--- src/rtl/im_loader_pkg.sv ---
// Shared types and constants for the boot-time instruction-memory loader.
// Optional checksum trailer is enabled by IM_LOADER_CHECKSUM_EN.
package im_loader_pkg;

  localparam int unsigned IM_DEPTH_DEFAULT = 4096;
  localparam logic [31:0] IM_BASE_ADDR     = 32'h0000_3000;

  typedef enum logic [2:0] {
    S_LEN  = 3'd0,
    S_DATA = 3'd1,
    S_SUM  = 3'd2,
    S_FIN  = 3'd3,
    S_DONE = 3'd4,
    S_ERR  = 3'd5
  } state_e;

endpackage

--- src/rtl/im_byte_packer.sv ---
// Big-endian byte-to-word packer: shifts accepted bytes in and flags the 4th byte.
// The completed word is presented combinationally on the edge that accepts its last byte.
module im_byte_packer (
  input  logic        clk,
  input  logic        reset,
  input  logic        shift_i,
  input  logic [7:0]  byte_i,
  output logic [31:0] word_o,
  output logic        word_done_o
);

  logic [23:0] shreg_q, shreg_d;
  logic [1:0]  cnt_q, cnt_d;

  // Next-state for the shift register and byte counter.
  always_comb begin
    shreg_d = shreg_q;
    cnt_d   = cnt_q;
    if (shift_i) begin
      shreg_d = {shreg_q[15:0], byte_i};
      cnt_d   = cnt_q + 2'd1;
    end else begin
      shreg_d = shreg_q;
      cnt_d   = cnt_q;
    end
  end

  // Packer state registers; the counter wraps so it realigns for the next word.
  always_ff @(posedge clk or posedge reset) begin
    if (reset) begin
      shreg_q <= 24'h00_0000;
      cnt_q   <= 2'd0;
    end else begin
      shreg_q <= shreg_d;
      cnt_q   <= cnt_d;
    end
  end

  assign word_o      = {shreg_q, byte_i};
  assign word_done_o = shift_i && (cnt_q == 2'd3);

endmodule

--- src/rtl/im_loader.sv ---
// Boot loader: length-prefixed byte stream -> sequential IM word writes, holds CPU in reset.
// Define IM_LOADER_CHECKSUM_EN to require a trailing 32-bit sum of all data words.
module im_loader
  import im_loader_pkg::*;
#(
  parameter int unsigned DEPTH  = IM_DEPTH_DEFAULT,
  parameter int unsigned ADDR_W = 12
) (
  input  logic              clk,
  input  logic              reset,
  input  logic              byte_valid,
  input  logic [7:0]        byte_data,
  output logic              byte_ready,
  output logic              we,
  output logic [ADDR_W-1:0] waddr,
  output logic [31:0]       wdata,
  output logic              cpu_reset,
  output logic              done,
  output logic              err
);

  state_e            state_q, state_d;
  logic [31:0]       idx_q, idx_d;
  logic [31:0]       len_q, len_d;
  logic              we_q, we_d;
  logic [ADDR_W-1:0] waddr_q, waddr_d;
  logic [31:0]       wdata_q, wdata_d;
  logic              cpu_reset_q, cpu_reset_d;
  logic              done_q, done_d;
  logic              err_q, err_d;
  logic              ready_s, accept_s, word_done_s;
  logic [31:0]       word_s;
`ifdef IM_LOADER_CHECKSUM_EN
  logic [31:0]       sum_q, sum_d;
`endif

  // Ready is a pure state decode so there is no path from byte_valid.
  always_comb begin
    case (state_q)
      S_LEN, S_DATA, S_SUM: ready_s = 1'b1;
      default:              ready_s = 1'b0;
    endcase
  end

  assign accept_s = byte_valid && ready_s;

  im_byte_packer u_packer (
    .clk         (clk),
    .reset       (reset),
    .shift_i     (accept_s),
    .byte_i      (byte_data),
    .word_o      (word_s),
    .word_done_o (word_done_s)
  );

  // Load sequencer: next state, word index, and output register inputs.
  always_comb begin
    state_d     = state_q;
    idx_d       = idx_q;
    len_d       = len_q;
    we_d        = 1'b0;
    waddr_d     = waddr_q;
    wdata_d     = wdata_q;
    cpu_reset_d = cpu_reset_q;
    done_d      = done_q;
    err_d       = err_q;
`ifdef IM_LOADER_CHECKSUM_EN
    sum_d       = sum_q;
`endif
    case (state_q)
      S_LEN: begin
        if (word_done_s) begin
          len_d = word_s;
          if (word_s > 32'(DEPTH)) begin
            state_d = S_ERR;
            err_d   = 1'b1;
          end else if (word_s == 32'd0) begin
`ifdef IM_LOADER_CHECKSUM_EN
            state_d = S_SUM;
`else
            state_d = S_FIN;
`endif
          end else begin
            state_d = S_DATA;
          end
        end else begin
          state_d = S_LEN;
        end
      end
      S_DATA: begin
        if (word_done_s) begin
          we_d    = 1'b1;
          waddr_d = idx_q[ADDR_W-1:0];
          wdata_d = word_s;
          idx_d   = idx_q + 32'd1;
`ifdef IM_LOADER_CHECKSUM_EN
          sum_d   = sum_q + word_s;
`endif
          if (idx_q == (len_q - 32'd1)) begin
`ifdef IM_LOADER_CHECKSUM_EN
            state_d = S_SUM;
`else
            state_d = S_FIN;
`endif
          end else begin
            state_d = S_DATA;
          end
        end else begin
          state_d = S_DATA;
        end
      end
      S_SUM: begin
`ifdef IM_LOADER_CHECKSUM_EN
        if (word_done_s) begin
          if (word_s == sum_q) begin
            state_d = S_FIN;
          end else begin
            state_d = S_ERR;
            err_d   = 1'b1;
          end
        end else begin
          state_d = S_SUM;
        end
`else
        // Unreachable without the checksum trailer; fail safe.
        state_d = S_ERR;
        err_d   = 1'b1;
`endif
      end
      S_FIN: begin
        state_d     = S_DONE;
        done_d      = 1'b1;
        cpu_reset_d = 1'b0;
      end
      S_DONE: state_d = S_DONE;
      S_ERR:  state_d = S_ERR;
      default: begin
        state_d = S_ERR;
        err_d   = 1'b1;
      end
    endcase
  end

  // State and output registers; reset restores the idle, CPU-held condition.
  always_ff @(posedge clk or posedge reset) begin
    if (reset) begin
      state_q     <= S_LEN;
      idx_q       <= 32'd0;
      len_q       <= 32'd0;
      we_q        <= 1'b0;
      waddr_q     <= '0;
      wdata_q     <= 32'd0;
      cpu_reset_q <= 1'b1;
      done_q      <= 1'b0;
      err_q       <= 1'b0;
    end else begin
      state_q     <= state_d;
      idx_q       <= idx_d;
      len_q       <= len_d;
      we_q        <= we_d;
      waddr_q     <= waddr_d;
      wdata_q     <= wdata_d;
      cpu_reset_q <= cpu_reset_d;
      done_q      <= done_d;
      err_q       <= err_d;
    end
  end

`ifdef IM_LOADER_CHECKSUM_EN
  // Running modular sum of data words for the trailer compare.
  always_ff @(posedge clk or posedge reset) begin
    if (reset) begin
      sum_q <= 32'd0;
    end else begin
      sum_q <= sum_d;
    end
  end
`endif

  assign byte_ready = ready_s;
  assign we         = we_q;
  assign waddr      = waddr_q;
  assign wdata      = wdata_q;
  assign cpu_reset  = cpu_reset_q;
  assign done       = done_q;
  assign err        = err_q;

endmodule

--- config.mk ---
export PLATFORM = sky130hd
export DESIGN_NAME = im_loader
export DESIGN_NICKNAME = d
export VERILOG_FILES = /design/src/rtl/im_loader_pkg.sv /design/src/rtl/im_byte_packer.sv /design/src/rtl/im_loader.sv
export SDC_FILE = /design/constraint.sdc
export NUM_CORES = 1
export LEC_CHECK = 0
export CORE_MARGIN = 2
export CORE_UTILIZATION = 55
export DETAILED_ROUTE_END_ITERATION = 6
export PLACE_DENSITY = 0.77
export SYNTH_ARGS = -nofsm -noshare
export SYNTH_HDL_FRONTEND = slang
export SYNTH_HIERARCHICAL = 1
export SYNTH_SLANG_ARGS = --single-unit
--- constraint.sdc ---
create_clock -name clk -period 6.1 [get_ports clk]
set_input_delay 1.525 -clock clk [delete_from_list [all_inputs] [get_ports clk]]
set_output_delay 1.525 -clock clk [all_outputs]
set_load 0.005 [all_outputs]
* Word-level counts from Yosys, hierarchy flattened
Cells that the tools add are included.
** Word-level totals
- Flip-flop bits (word level) :: 141
- Bits of input ports :: 11
- Output and inout port bits :: 49
- Word-level logic and storage cells :: 47
** Cells by class
- Add/sub/neg operators :: 3
- Order comparisons :: 1
- Equality and inequality tests :: 9
- Muxes and demuxes :: 12
- Bitwise gates (word level) :: 1
- Reduce and logical (&&, ||, !) cells :: 10
** Operators by type and width (count)
- adder 32 x 1 -> 32 bit (second input constant) :: 1
- equality test 32 bit :: 1
- greater-than comparator 32 x 13 -> 1 bit (second input constant) :: 1
- logical NOT 32 bit :: 1
- subtractor 32 x 1 -> 32 bit (second input constant) :: 1
- 2-to-1 mux 3 bit :: 3
- one-hot mux 3 bit (3 select lines) :: 1
- equality test 3 x 2 -> 1 bit (second input constant) :: 2
- equality test 3 bit (second input constant) :: 2
- 2-to-1 mux 1 bit :: 5
- 2-to-1 mux 2 bit :: 2
- AND reduction 2 bit :: 2
- OR reduction 4 bit :: 1
- equality test 3 x 1 -> 1 bit (second input constant) :: 1
- logical NOT 3 bit :: 1
- AND reduction 3 bit :: 1
- OR reduction 3 bit :: 1
- adder 2 x 1 -> 2 bit (second input constant) :: 1
- equality test 2 bit (second input constant) :: 1
- logical AND 1 bit :: 2
- inequality test 2 x 1 -> 1 bit (second input constant) :: 1
- inequality test 2 bit (second input constant) :: 1
- one-hot mux 1 bit (2 select lines) :: 1
- OR reduction 2 bit :: 1
- inverter 1 bit :: 1

* Longest topological paths before layout
- Depth in word-level cells :: 7
- Gate-level depth with buffers :: 13
- Depth with buffers taken out :: 10

* Cells and area by module
The synthesis kept the hierarchy.
** Modules (own cells, without submodules)
- im_loader :: instances 1, cells an instance 474, area each 5614.1 µm², sequential area each 2879.0 µm²
- im_byte_packer :: instances 1, cells an instance 66, area each 1142.3 µm², sequential area each 650.6 µm²

* Worst setup path before layout
Ideal clock, no wire load.
- Path kind :: input to register
- Start point :: input port byte_valid
- End point :: register idx_q[1]
- Arrival :: 3.412 ns
- Path slack :: 2.564 ns
- Stages :: 8
- Buffers on the path :: 4
- Cells stage by stage :: and2_1 > buf_6 > buf_12 > and2_1 > nor3b_2 > clkbuf_1 > buf_1 > mux2_2
** On the way
- Cells in the longest elaborated chain, start to end :: 3
** Ends and longest elaborated chain
- start, declared :: RTL line im_loader.sv:11 : input logic byte_valid,
- logical AND 1 bit :: RTL line im_loader.sv:45 : assign accept_s = byte_valid && ready_s;
- logical AND 1 bit :: RTL line im_byte_packer.sv:40 : assign word_done_o = shift_i && (cnt_q == 2'd3);
- net word_done_s :: RTL line im_loader.sv:31 : logic ready_s, accept_s, word_done_s;
- AND reduction 2 bit (no line)
- end signal, assigned :: RTL line im_loader.sv:158 : idx_q <= idx_d;
- end, declared :: RTL line im_loader.sv:23 : logic [31:0] idx_q, idx_d;
The timed path passes the listed nets, and every way through them passes these cells.
A chain may end at the register's enable or synchronous reset.

* Final worst setup path
- Start point :: input port byte_valid
- End point :: register idx_q[31]
** On the way
- Cells in the longest elaborated chain, start to end :: 3
** Ends and longest elaborated chain (RTL line)
- logical AND 1 bit :: im_loader.sv:45
- net accept_s :: im_loader.sv:31
- logical AND 1 bit :: im_byte_packer.sv:40
- net word_done_s :: im_loader.sv:31
- AND reduction 2 bit (no line)
The timed path passes the listed nets, and every way through them passes these cells.

==> run metrics <==
status=complete, no violations; dpl hpwl=9499 um; P_leak=3.425 nW; vias in the first global route=4442; Clock power frac=25.1%; CP Capture Type=flop; sequential fraction of design power=between 40% and 50%; Final min period=4.422 ns; Seq cells post-synth=141; post-synthesis sequential area ratio=between 50% and 60%; synth unique cells=between 50 and 60; Antenna Nets Post-Route=0; vias per inst=just under 6; CTS tree=yes; row cnt=40; Post-Synthesis Cells=540; Fillers=884; H-tree depth=4; Register Area=3530 sq um; peak supply drop=0.2678 mV; final hold vios=0; CP startpoint kind=primary input; GR Overflow Total=0; top-area cell type share of the netlist area=51.85%; CTS sink cnt=141; Async SR Flop Fraction=100.0%; drt drc=0; switching pwr=between 1 and 1.5 mW; synthesized area per cell=12.51 sq um; hold crit path type=reg -> reg; Vias=between 4000 and 5000; drt first pass iters=4; setup bufs post-CTS=0; switching share of total power=32.36%; Initial Util=~56%; die height=between 100 and 150 um; syn nets=554; Die Width=114.8 um; Ports=60; period utilization=between 70 and 80%; Hold Slack=0.4762 ns; hold_buf cts=0; Placeable Area=12010 sq um; area growth from synthesis to layout=17.30%; P_int=2.555 mW; Top FF cell, synth=dfrtp_1; cell taking the most area after synthesis=dfrtp_1; Critical Path Fanout Max=52; total die area=roughly 13000 sq um; largest net degree at the start of global routing=85; Synth Warn #=6; root buffer cell=clkbuf_16; EDFF count, synth=0; cts bufs inserted=17; Setup violations, final=0; wire per inst=18.43 um; Nets=approximately 610; sum of negative setup slack=0 ns; slew of the pin with the lowest slew margin=1.037 ns; fmax=226.2 MHz; area taken by multi-input logic gates=just over 3000 sq um; layout cells sized above 1=roughly 24%; clk slew on worst S/H paths=0.06 ns; # Max-Cap Violations=0; Clock Tree Buf Depth=2; RSZ-0062 raised after global routing=no; Setup CP Type=in -> reg; first-pass GRT wire length=between 20000 and 25000 um; antenna cells=0; Max transition margin=30.84%; CTS-repair resized insts=0; critical path data arrival time=~4.8 ns; Port Buffers=59; Post-Syn Area=6756 sq um; gpl congestion=0.8967; clk_lat worst skew=about 0.44 ns; top cells by area, synth=dfrtp_1 52%, mux2_2 14%, xnor2_1 7.4%; Routed WL=13840 um; power per cell area=about 480 nW/um^2; Critical Path RT=6.45 ns; GRT Total Usage=22.60%; Final Max Slew Viols=0; skew final=0.01876 ns; Logic pwr share=a little under a third; First DRT Iteration DRCs=250; initial antenna violation count=0
-- critical path: stages --
cell	delay, ns
clkdlybuf4s50_1	0.44
and2_1	0.11
buf_4	0.40
and2_1	0.23
nor3b_4	0.19
buf_4	0.57
and4_1	0.34
and3_1	0.29
nand4_1	0.26
nor2_1	0.21
xor2_1	0.16
-- path summary, 6_finish.rpt --
path	from	end	slack, ns	cells after the start
setup / recovery	byte_valid	idx_q[31]	1.68	11
min in group asynchronous	reset	wdata[18]	1.71	2
setup reg to reg	state_q[1]	idx_q[31]	2.43	11
hold / removal	u_packer/cnt_q[0]	u_packer/cnt_q[0]	0.48	1
max in group asynchronous	reset	waddr[8]	3.40	3
hold reg to reg	u_packer/cnt_q[0]	u_packer/cnt_q[0]	0.48	1
-- final cells by class --
class / instances / share of cell area [%]
Tap cell: 147 / 2.321
Clock inverter: 10 / 1.153
Timing Repair Buffer: 63 / 7.831
Inverter: 6 / 0.3158
Multi-Input combinational cell: 363 / 38.16
Sequential cell: 141 / 44.54
Clock buffer: 21 / 5.684
-- flip-flops by register name, indices dropped and copies added (netlist names) --
register	count
done	1
idx_q	32
we	1
u_packer/shreg_q	24
waddr	12
err	1
len_q	32
cpu_reset	1
u_packer/cnt_q	2
wdata	32
state_q	3
-- placed cells by master, fill, tap and decap left out, types with 4 or more instances in the layout --
cell type,netlist,final
or3_1,4,4
nand3_1,9,9
and3_1,8,8
o21ai_0,7,7
xor2_1,24,24
nand4_1,19,19
mux2_4,18,18
dfrtp_1,140,140
a21oi_1,4,4
nor2_1,24,24
buf_4,8,4
and2_1,5,5
nand2_1,31,31
xnor2_1,57,57
clkinv_2,0,4
mux2_2,82,82
nor4_1,14,14
nor3_1,9,8
clkbuf_16,0,17
nand2b_1,5,5
and4_1,4,4
inv_1,6,5
clkdlybuf4s50_1,0,59
-- routing by layer --
metal	GRT usage, %	routed length, um	vias to the layer above
met2	34.04	6563	123
met3	5.535	614	29
met1	31.63	6429	2164
met4	9.558	235	0
met5	0	0	-
li1	-	-	2021
-- power by group through the flow --
stage,Sequential (mW),Clock (mW),Combinational (mW)
2_1_floorplan,1.52,0,0.831
3_3_place_gp,1.62,0,1.15
3_5_place_dp,1.64,0,1.19
4_1_cts,1.63,0.963,1.21
5_1_grt,1.68,1.01,1.30
6_report,1.63,0.948,1.20
-- per-stage QoR --
stage / worst slack, ns / std cells / cell area (sq um) / total power [mW] / util, %
floorplan: 1.533 / 540 / 6756 / 2.349 / -
global placement: 1.389 / 720 / 7383 / 2.776 / 61.47
detailed placement: 1.239 / 720 / 7383 / 2.832 / 61.47
CTS: 1.666 / 751 / 7925 / 3.800 / 65.98
global route: 1.400 / 751 / 7925 / 3.991 / 65.98
finish: 1.678 / 751 / 7925 / 3.778 / 65.98
-- cell usage after synthesis, types with 2 or more instances --
cell	number
a211oi_1	3
a21o_1	3
a21oi_1	4
a31oi_1	2
and2_1	5
and3_1	8
and4_1	4
buf_1	2
buf_12	2
buf_4	8
buf_6	2
clkbuf_1	15
dfrtp_1	140
ha_1	3
inv_1	6
mux2_2	82
mux2_4	18
nand2_1	31
nand2b_1	5
nand3_1	9
nand3b_1	2
nand4_1	19
nor2_1	24
nor3_1	9
nor3_2	2
nor4_1	14
o21ai_0	7
o41ai_1	2
or3_1	4
xnor2_1	57
xor2_1	24
-- cells by family (layout without fill, tap and decap cells) --
kind of cell	Yosys count	in the layout	share of synthesized area, %
compound gates	30	30	3.037
flops	141	141	52.24
simple gates	148	148	12.69
xor+xnor	81	81	10.50
mux	101	101	17.81
buf+inv	36	100	3.167
fa+ha+maj	3	3	0.5556
Power figures use the tool's default switching activity.
